`config.mk`:
```
export PLATFORM = sky130hd
export DESIGN_NAME = cache_arbiter_flat
export DESIGN_NICKNAME = d
export VERILOG_FILES = /design/src/rtl/cache_arbiter_pkg.sv /design/src/rtl/lc3b_types.sv /design/src/rtl/cache_arbiter_if.sv /design/src/rtl/cache_arbiter_control.sv /design/src/rtl/cache_arbiter.sv /design/src/flat_wrapper.sv
export SDC_FILE = /design/constraint.sdc
export NUM_CORES = 1
export LEC_CHECK = 0
export ABC_AREA = 1
export BUFFER_PORTS_ARGS = -buffer_cell sky130_fd_sc_hd__buf_2
export CAP_MARGIN = 20
export CORE_AREA = 2 2 269 271
export DETAILED_ROUTE_END_ITERATION = 16
export DIE_AREA = 0 0 271 273
export GPL_TIMING_DRIVEN = 0
export PLACE_DENSITY = 0.39
export SYNTH_ARGS = -nofsm -noshare
export SYNTH_HDL_FRONTEND = slang
export SYNTH_HIERARCHICAL = 1
export SYNTH_SLANG_ARGS = --single-unit
```
`constraint.sdc`:
```
create_clock -name clk -period 11.75 [get_ports clk]
set_input_delay 0 -clock clk [delete_from_list [all_inputs] [get_ports clk]]
set_output_delay 0 -clock clk [all_outputs]
set_load 0.02 [all_outputs]
```
`src/rtl/cache_arbiter_pkg.sv`:
```
// Arbiter-wide types shared between the control block and the payload registers.
package cache_arbiter_pkg;

  // Identifies which L1 client owns (or last owned) the L2 port.
  typedef enum logic {
    GrantI = 1'b0,
    GrantD = 1'b1
  } client_e;

endpackage

```
`src/rtl/lc3b_types.sv`:
```
// Shared LC-3b memory-system data types.
package lc3b_types;

  typedef logic [15:0]  lc3b_word;
  typedef logic [127:0] pmem_L1_bus;

endpackage

```
`src/rtl/cache_arbiter_if.sv`:
```
// Bundle of L1 client and L2 signals around the cache arbiter.
interface cache_arbiter_if;
  import lc3b_types::*;

  // I-cache client
  logic       i_mem_read;
  lc3b_word   i_mem_address;
  logic       i_mem_resp;
  pmem_L1_bus i_mem_rdata;

  // D-cache client
  logic       d_mem_read;
  logic       d_mem_write;
  lc3b_word   d_mem_address;
  pmem_L1_bus d_mem_wdata;
  logic       d_mem_resp;
  pmem_L1_bus d_mem_rdata;

  // L2 side
  logic       l2_mem_read;
  logic       l2_mem_write;
  lc3b_word   l2_mem_address;
  pmem_L1_bus l2_mem_wdata;
  logic       l2_mem_resp;
  pmem_L1_bus l2_mem_rdata;

  // Environment: L1 caches plus L2.
  modport master (
    output i_mem_read, i_mem_address,
    output d_mem_read, d_mem_write, d_mem_address, d_mem_wdata,
    output l2_mem_resp, l2_mem_rdata,
    input  i_mem_resp, i_mem_rdata, d_mem_resp, d_mem_rdata,
    input  l2_mem_read, l2_mem_write, l2_mem_address, l2_mem_wdata
  );

  // The arbiter itself.
  modport slave (
    input  i_mem_read, i_mem_address,
    input  d_mem_read, d_mem_write, d_mem_address, d_mem_wdata,
    input  l2_mem_resp, l2_mem_rdata,
    output i_mem_resp, i_mem_rdata, d_mem_resp, d_mem_rdata,
    output l2_mem_read, l2_mem_write, l2_mem_address, l2_mem_wdata
  );

endinterface

```
`src/rtl/cache_arbiter_control.sv`:
```
// Arbiter FSM: picks a client in IDLE, waits for L2 completion, steers resp.
module cache_arbiter_control
  import cache_arbiter_pkg::*;
(
  input  logic    clk,
  input  logic    rst,
  input  logic    i_mem_read,
  input  logic    d_mem_read,
  input  logic    d_mem_write,
  input  logic    l2_mem_resp,
  output logic    i_mem_resp,
  output logic    d_mem_resp,
  output logic    l2_mem_read,
  output logic    l2_mem_write,
  output logic    grant_load,
  output client_e grant_client
);

  typedef enum logic [1:0] {
    StIdle   = 2'd0,
    StServeI = 2'd1,
    StServeD = 2'd2
  } state_e;

  state_e  state_q, state_d;
  logic    write_q, write_d;
  client_e last_q, last_d;

  logic i_pend;
  logic d_pend;

  assign i_pend = i_mem_read;
  assign d_pend = d_mem_read | d_mem_write;

  // L2 command is purely a function of the registered state and kind.
  assign l2_mem_read  = (state_q != StIdle) & ~write_q;
  assign l2_mem_write = (state_q != StIdle) &  write_q;

  // Next-state, grant decision and completion steering.
  always_comb begin
    state_d      = state_q;
    write_d      = write_q;
    last_d       = last_q;
    grant_load   = 1'b0;
    grant_client = GrantI;
    i_mem_resp   = 1'b0;
    d_mem_resp   = 1'b0;
    unique case (state_q)
      StIdle: begin
        // On a tie the client not served last wins.
        if (d_pend && (!i_pend || last_q == GrantI)) begin
          grant_load   = 1'b1;
          grant_client = GrantD;
          state_d      = StServeD;
          write_d      = d_mem_write;  // read+write together is a writeback
          last_d       = GrantD;
        end else if (i_pend) begin
          grant_load   = 1'b1;
          grant_client = GrantI;
          state_d      = StServeI;
          write_d      = 1'b0;
          last_d       = GrantI;
        end
      end
      StServeI: begin
        if (l2_mem_resp) begin
          i_mem_resp = 1'b1;
          state_d    = StIdle;
        end
      end
      StServeD: begin
        if (l2_mem_resp) begin
          d_mem_resp = 1'b1;
          state_d    = StIdle;
        end
      end
      default: state_d = StIdle;
    endcase
  end

  // State, transaction kind and fairness flag.
  always_ff @(posedge clk or posedge rst) begin
    if (rst) begin
      state_q <= StIdle;
      write_q <= 1'b0;
      last_q  <= GrantI;
    end else begin
      state_q <= state_d;
      write_q <= write_d;
      last_q  <= last_d;
    end
  end

endmodule

```
`src/rtl/cache_arbiter.sv`:
```
// Two-client (I/D) to single L2 arbiter; holds the granted request payload.
module cache_arbiter
  import lc3b_types::*;
  import cache_arbiter_pkg::*;
(
  input logic           clk,
  input logic           rst,
  cache_arbiter_if.slave bus
);

  logic       i_mem_read;
  lc3b_word   i_mem_address;
  logic       d_mem_read;
  logic       d_mem_write;
  lc3b_word   d_mem_address;
  pmem_L1_bus d_mem_wdata;
  logic       l2_mem_resp;
  logic       i_mem_resp;
  logic       d_mem_resp;
  logic       l2_mem_read;
  logic       l2_mem_write;
  logic       grant_load;
  client_e    grant_client;

  lc3b_word   address_q, address_d;
  pmem_L1_bus wdata_q, wdata_d;

  assign i_mem_read    = bus.i_mem_read;
  assign i_mem_address = bus.i_mem_address;
  assign d_mem_read    = bus.d_mem_read;
  assign d_mem_write   = bus.d_mem_write;
  assign d_mem_address = bus.d_mem_address;
  assign d_mem_wdata   = bus.d_mem_wdata;
  assign l2_mem_resp   = bus.l2_mem_resp;

  cache_arbiter_control u_control (.*);

  assign bus.i_mem_resp     = i_mem_resp;
  assign bus.d_mem_resp     = d_mem_resp;
  assign bus.l2_mem_read    = l2_mem_read;
  assign bus.l2_mem_write   = l2_mem_write;
  assign bus.l2_mem_address = address_q;
  assign bus.l2_mem_wdata   = wdata_q;
  // Line data is broadcast; only the resp pulse tells a client it is theirs.
  assign bus.i_mem_rdata    = bus.l2_mem_rdata;
  assign bus.d_mem_rdata    = bus.l2_mem_rdata;

  // Capture the winner's payload on the grant edge; hold it otherwise.
  always_comb begin
    address_d = address_q;
    wdata_d   = wdata_q;
    if (grant_load) begin
      if (grant_client == GrantD) begin
        address_d = d_mem_address;
        wdata_d   = d_mem_wdata;
      end else begin
        address_d = i_mem_address;
        wdata_d   = '0;
      end
    end
  end

  // Payload registers toward L2.
  always_ff @(posedge clk or posedge rst) begin
    if (rst) begin
      address_q <= '0;
      wdata_q   <= '0;
    end else begin
      address_q <= address_d;
      wdata_q   <= wdata_d;
    end
  end

endmodule
```
`src/flat_wrapper.sv`:
```
// flat-port wrapper written by rule: the top's interface ports become plain ports
module cache_arbiter_flat import lc3b_types::*; import cache_arbiter_pkg::*;
  (clk, rst, bus_i_mem_read, bus_i_mem_address, bus_d_mem_read, bus_d_mem_write, bus_d_mem_address, bus_d_mem_wdata, bus_l2_mem_resp, bus_l2_mem_rdata, bus_i_mem_resp, bus_i_mem_rdata, bus_d_mem_resp, bus_d_mem_rdata, bus_l2_mem_read, bus_l2_mem_write, bus_l2_mem_address, bus_l2_mem_wdata);
  cache_arbiter_if bus_i ();
  input logic clk;
  input logic rst;
  input wire logic [$bits(bus_i.i_mem_read)-1:0] bus_i_mem_read;
  input wire logic [$bits(bus_i.i_mem_address)-1:0] bus_i_mem_address;
  input wire logic [$bits(bus_i.d_mem_read)-1:0] bus_d_mem_read;
  input wire logic [$bits(bus_i.d_mem_write)-1:0] bus_d_mem_write;
  input wire logic [$bits(bus_i.d_mem_address)-1:0] bus_d_mem_address;
  input wire logic [$bits(bus_i.d_mem_wdata)-1:0] bus_d_mem_wdata;
  input wire logic [$bits(bus_i.l2_mem_resp)-1:0] bus_l2_mem_resp;
  input wire logic [$bits(bus_i.l2_mem_rdata)-1:0] bus_l2_mem_rdata;
  output wire logic [$bits(bus_i.i_mem_resp)-1:0] bus_i_mem_resp;
  output wire logic [$bits(bus_i.i_mem_rdata)-1:0] bus_i_mem_rdata;
  output wire logic [$bits(bus_i.d_mem_resp)-1:0] bus_d_mem_resp;
  output wire logic [$bits(bus_i.d_mem_rdata)-1:0] bus_d_mem_rdata;
  output wire logic [$bits(bus_i.l2_mem_read)-1:0] bus_l2_mem_read;
  output wire logic [$bits(bus_i.l2_mem_write)-1:0] bus_l2_mem_write;
  output wire logic [$bits(bus_i.l2_mem_address)-1:0] bus_l2_mem_address;
  output wire logic [$bits(bus_i.l2_mem_wdata)-1:0] bus_l2_mem_wdata;
  assign bus_i.i_mem_read = bus_i_mem_read;
  assign bus_i.i_mem_address = bus_i_mem_address;
  assign bus_i.d_mem_read = bus_d_mem_read;
  assign bus_i.d_mem_write = bus_d_mem_write;
  assign bus_i.d_mem_address = bus_d_mem_address;
  assign bus_i.d_mem_wdata = bus_d_mem_wdata;
  assign bus_i.l2_mem_resp = bus_l2_mem_resp;
  assign bus_i.l2_mem_rdata = bus_l2_mem_rdata;
  assign bus_i_mem_resp = bus_i.i_mem_resp;
  assign bus_i_mem_rdata = bus_i.i_mem_rdata;
  assign bus_d_mem_resp = bus_i.d_mem_resp;
  assign bus_d_mem_rdata = bus_i.d_mem_rdata;
  assign bus_l2_mem_read = bus_i.l2_mem_read;
  assign bus_l2_mem_write = bus_i.l2_mem_write;
  assign bus_l2_mem_address = bus_i.l2_mem_address;
  assign bus_l2_mem_wdata = bus_i.l2_mem_wdata;
  cache_arbiter u_core (.clk(clk), .rst(rst), .bus(bus_i));
endmodule
```
==> results by group <==
Outcome
  – Run status: finished, final reports clean

Yosys
  – Synth Instances: 990
  – Proportion of synthesized chip area in sequential cells: 0.452
  – Post-Synthesis Net Count: about 1300
  – Cell type with the largest total area after synthesis: sky130_fd_sc_hd__dfrtp_1
  – YS warnings: 6
  – Number of distinct library cell variants in the gate-level netlist after synthesis: 16
  – Flip-flop and latch count after synthesis: 148
  – Synth top area share: 0.452
  – Synth top area cells: sky130_fd_sc_hd__dfrtp_1 (45%), sky130_fd_sc_hd__buf_4 (24%), sky130_fd_sc_hd__nand2_1 (15%)
  – Synthesized area divided by synthesized cell count: roughly 8.3 µm²
  – Post-synthesis cell area: 0.00819 mm²

Drt
  – Via density: around 3.3
  – First-pass detailed-route iteration total: 7
  – Total wirelength of the detailed-routed design: 35400 µm
  – Wire per inst: ~13 µm
  – DR DRC count: 0
  – Via count: 8820
  – DRT antenna net count: 0
  – First-iteration detailed-routing DRC count: 289

Setup path
  – Type of destination of the critical path: flip-flop
  – Endpoint required time on the critical path: 12170 ps
  – CP Data Arrival Time: 3060 ps
  – Highest fanout seen on the critical path: 10
  – Startpoint class of the critical path: flip-flop
  – Crit Path Class: flip-flop to flip-flop

Floorplanning
  – Placeable core area: 0.0710 mm²
  – Die outline height: approximately 270 µm
  – Die area: 0.0740 mm²
  – Row cnt: 98
  – Starting density of the core: 0.115
  – Die Width: 271 µm
  – # IOs: 698

Timing
  – Smallest setup slack after layout: 9100 ps
  – Highest attainable clock frequency: 378 MHz
  – Final setup fails: 0
  – Final hold slack: 94.1 ps
  – RSZ-0062 raised after global routing: false
  – Least-Margin Pin Slew: 567 ps
  – Final-report max-slew violation count: 0
  – TNS Setup: 0 ps
  – Layout Skew: 10.3 ps
  – Slew margin rel.: 0.622
  – Final count of hold timing violations: 0
  – Minimum clock period after layout: 2650 ps
  – Final period utilization: 0.225

Power
  – PD cells: ~220 mW/mm²
  – LEAKAGE: approximately 0.0084 µW
  – VDD IR-drop max: approximately 0.10 mV

Placement
  – Placer's final routability congestion estimate: between 0.8 and 0.9
  – Number of buffer cells added on primary ports: 569
  – Setup WS pre-CTS: roughly 9600 ps
  – Final HPWL from detailed placement: around 28000 µm

Layout
  – Layout Area Growth over Synthesis: 77.5%
  – Fraction of final layout cells with drive strength greater than 1: 0.517
  – Number of antenna diodes: 0
  – Number of nets in the layout: 2047
  – Fillers: 7986

Global route
  – Maximum number of pins on one net before global-route repair: 81
  – Most crowded layer after global routing: met2
  – Sum of overflow across all layers after global routing: 0
  – Vias in the first global route: 8827
  – First-pass GRT wire length: 51000 µm
  – Fraction of met1 tracks used by global routing: 0.0944
  – Antenna violations before repair: 1
  – Grt met3 use: 0.0314
  – Overall global routing resource usage: 0.0911
  – Fraction of met2 tracks used by global routing: 0.170

Clocking
  – Buffers from clock root to sink, at most: 2
  – Max H-tree Level: 4
  – CTS root buf: sky130_fd_sc_hd__clkbuf_16
  – Post-CTS sizing: 0
  – CTS Buf Count: 17
  – Setup Buffers After CTS: 0
  – CTS clk-pin slew, worst paths: 70 ps
  – Skew-Pair Late Insertion Delay: 480 ps
  – TritonCTS clock tree: built
  – CTS Sinks: 148

Worst hold path
  – Hold/Removal Path Class: input pin to asynchronous set/reset pin

Flow run
  – Max-capacitance violation count: 0
-- where the power goes --
| group | internal, µW | switching (µW) |
|---|---|---|
| Combinational | 594 | 1110 |
| Sequential | 768 | 147 |
| Clock | 297 | 265 |
-- synthesized netlist by cell type, drive strengths merged --
master and count:
buf 303, nand3 145, nand2 335, ha 3
nand4 2, o21ai 2, inv 47, clkbuf 1
dfrtp 148, nor2 4
-- stage by stage --
step,util,power (µW),instance area [µm²],std cells
floorplan,-,1900,8190,990
global placement,0.172,2570,12200,2509
detailed placement,0.173,2580,12300,2510
CTS,0.205,3270,14500,2713
global route,0.205,3430,14500,2713
finish,0.205,3180,14500,2713
-- flip-flops by register name, indices dropped and copies added, names as in the netlist --
signal,count
u_core/bus.l2_mem_address,16
u_core/u_control/write_q,1
u_core/u_control/last_q,1
u_core/bus.l2_mem_wdata,128
u_core/u_control/state_q,2
-- critical path: stages, from the launching register on --
cell                            delay, ps
sky130_fd_sc_hd__dfrtp_1              400
sky130_fd_sc_hd__inv_1                100
sky130_fd_sc_hd__ha_1                 340
sky130_fd_sc_hd__nand2_1              160
sky130_fd_sc_hd__inv_1                 70
sky130_fd_sc_hd__buf_4                250
sky130_fd_sc_hd__inv_1                250
sky130_fd_sc_hd__buf_4                260
sky130_fd_sc_hd__nand2_1               70
sky130_fd_sc_hd__nand3_1               50
sky130_fd_sc_hd__dlygate4sd3_1        560
sky130_fd_sc_hd__nand2_1               70
-- cell usage in the layout (no fill, tap or decap) --
cell                            netlist  final
sky130_fd_sc_hd__inv_8                0      1
sky130_fd_sc_hd__clkinv_2             0      1
sky130_fd_sc_hd__bufinv_16            0      1
sky130_fd_sc_hd__inv_6                0      9
sky130_fd_sc_hd__nand2_2              1      1
sky130_fd_sc_hd__clkinv_4             0      1
sky130_fd_sc_hd__clkbuf_4             1      1
sky130_fd_sc_hd__buf_2               30    599
sky130_fd_sc_hd__clkbuf_1             0      1
sky130_fd_sc_hd__inv_1               46     45
sky130_fd_sc_hd__nand3_1            145    145
sky130_fd_sc_hd__o21ai_2              1      1
sky130_fd_sc_hd__ha_1                 3      3
sky130_fd_sc_hd__buf_16               0      1
sky130_fd_sc_hd__nand2_1            334    334
sky130_fd_sc_hd__nor2_2               2      2
sky130_fd_sc_hd__nor2_1               2      2
sky130_fd_sc_hd__o21ai_0              1      1
sky130_fd_sc_hd__clkinvlp_4           0      2
sky130_fd_sc_hd__buf_4              265    265
sky130_fd_sc_hd__nand4_1              2      2
sky130_fd_sc_hd__dfrtp_1            148    148
sky130_fd_sc_hd__inv_4                1      1
sky130_fd_sc_hd__clkbuf_16            0     17
sky130_fd_sc_hd__dlygate4sd3_1        0    171
sky130_fd_sc_hd__buf_6                8      8
-- area by class of cell --
| class | count | area (µm²) | share of cell area |
|---|---|---|---|
| buffer | 304 | 2240 | 0.154 |
| clock buffer | 18 | 429 | 0.0295 |
| clock inverter | 14 | 138 | 0.00947 |
| inverter | 47 | 186 | 0.0128 |
| multi-input combinational | 491 | 2070 | 0.142 |
| sequential | 148 | 3700 | 0.255 |
| tap | 950 | 1190 | 0.0818 |
| timing repair buffer | 741 | 4590 | 0.315 |
-- cells by family (layout without fill, tap and decap cells) --
family          Yosys count  count (layout)  synth area share
simple gates            486             486             0.246
buf+inv                 351            1124             0.295
flops                   148             148             0.452
fa+ha+maj                 3               3           0.00458
compound gates            2               2           0.00168
-- path summary, 6_finish.rpt --
path | end | startpoint | cells after the start | slack, ps
worst max-delay path | u_core/bus.l2_mem_address[3] | u_core/u_control/state_q[0] | 11 | 9100
worst min register to register | u_core/bus.l2_mem_wdata[118] | u_core/bus.l2_mem_wdata[118] | 2 | 480
max in group asynchronous | u_core/bus.l2_mem_wdata[78] | rst | 4 | 10780
min in group clk | bus_d_mem_rdata[9] | bus_l2_mem_rdata[9] | 2 | 220
worst min-delay path | u_core/bus.l2_mem_wdata[45] | rst | 3 | 90
worst max register to register | u_core/bus.l2_mem_address[3] | u_core/u_control/state_q[0] | 11 | 9100
-- what timing repair did --
| action | in CTS | in global routing |
|---|---|---|
| hold endpoints to repair | 216 | 0 |
| hold buffers | 171 | 0 |
| setup endpoints to repair | 0 | 0 |
-- routing by layer --
layer  routed length (µm)  vias up
met3                 2640       32
met5                    0        -
met1                13200     4096
met4                  699        0
met2                18900      363
li1                     -     4329
(Power assumes the default switching activity.)
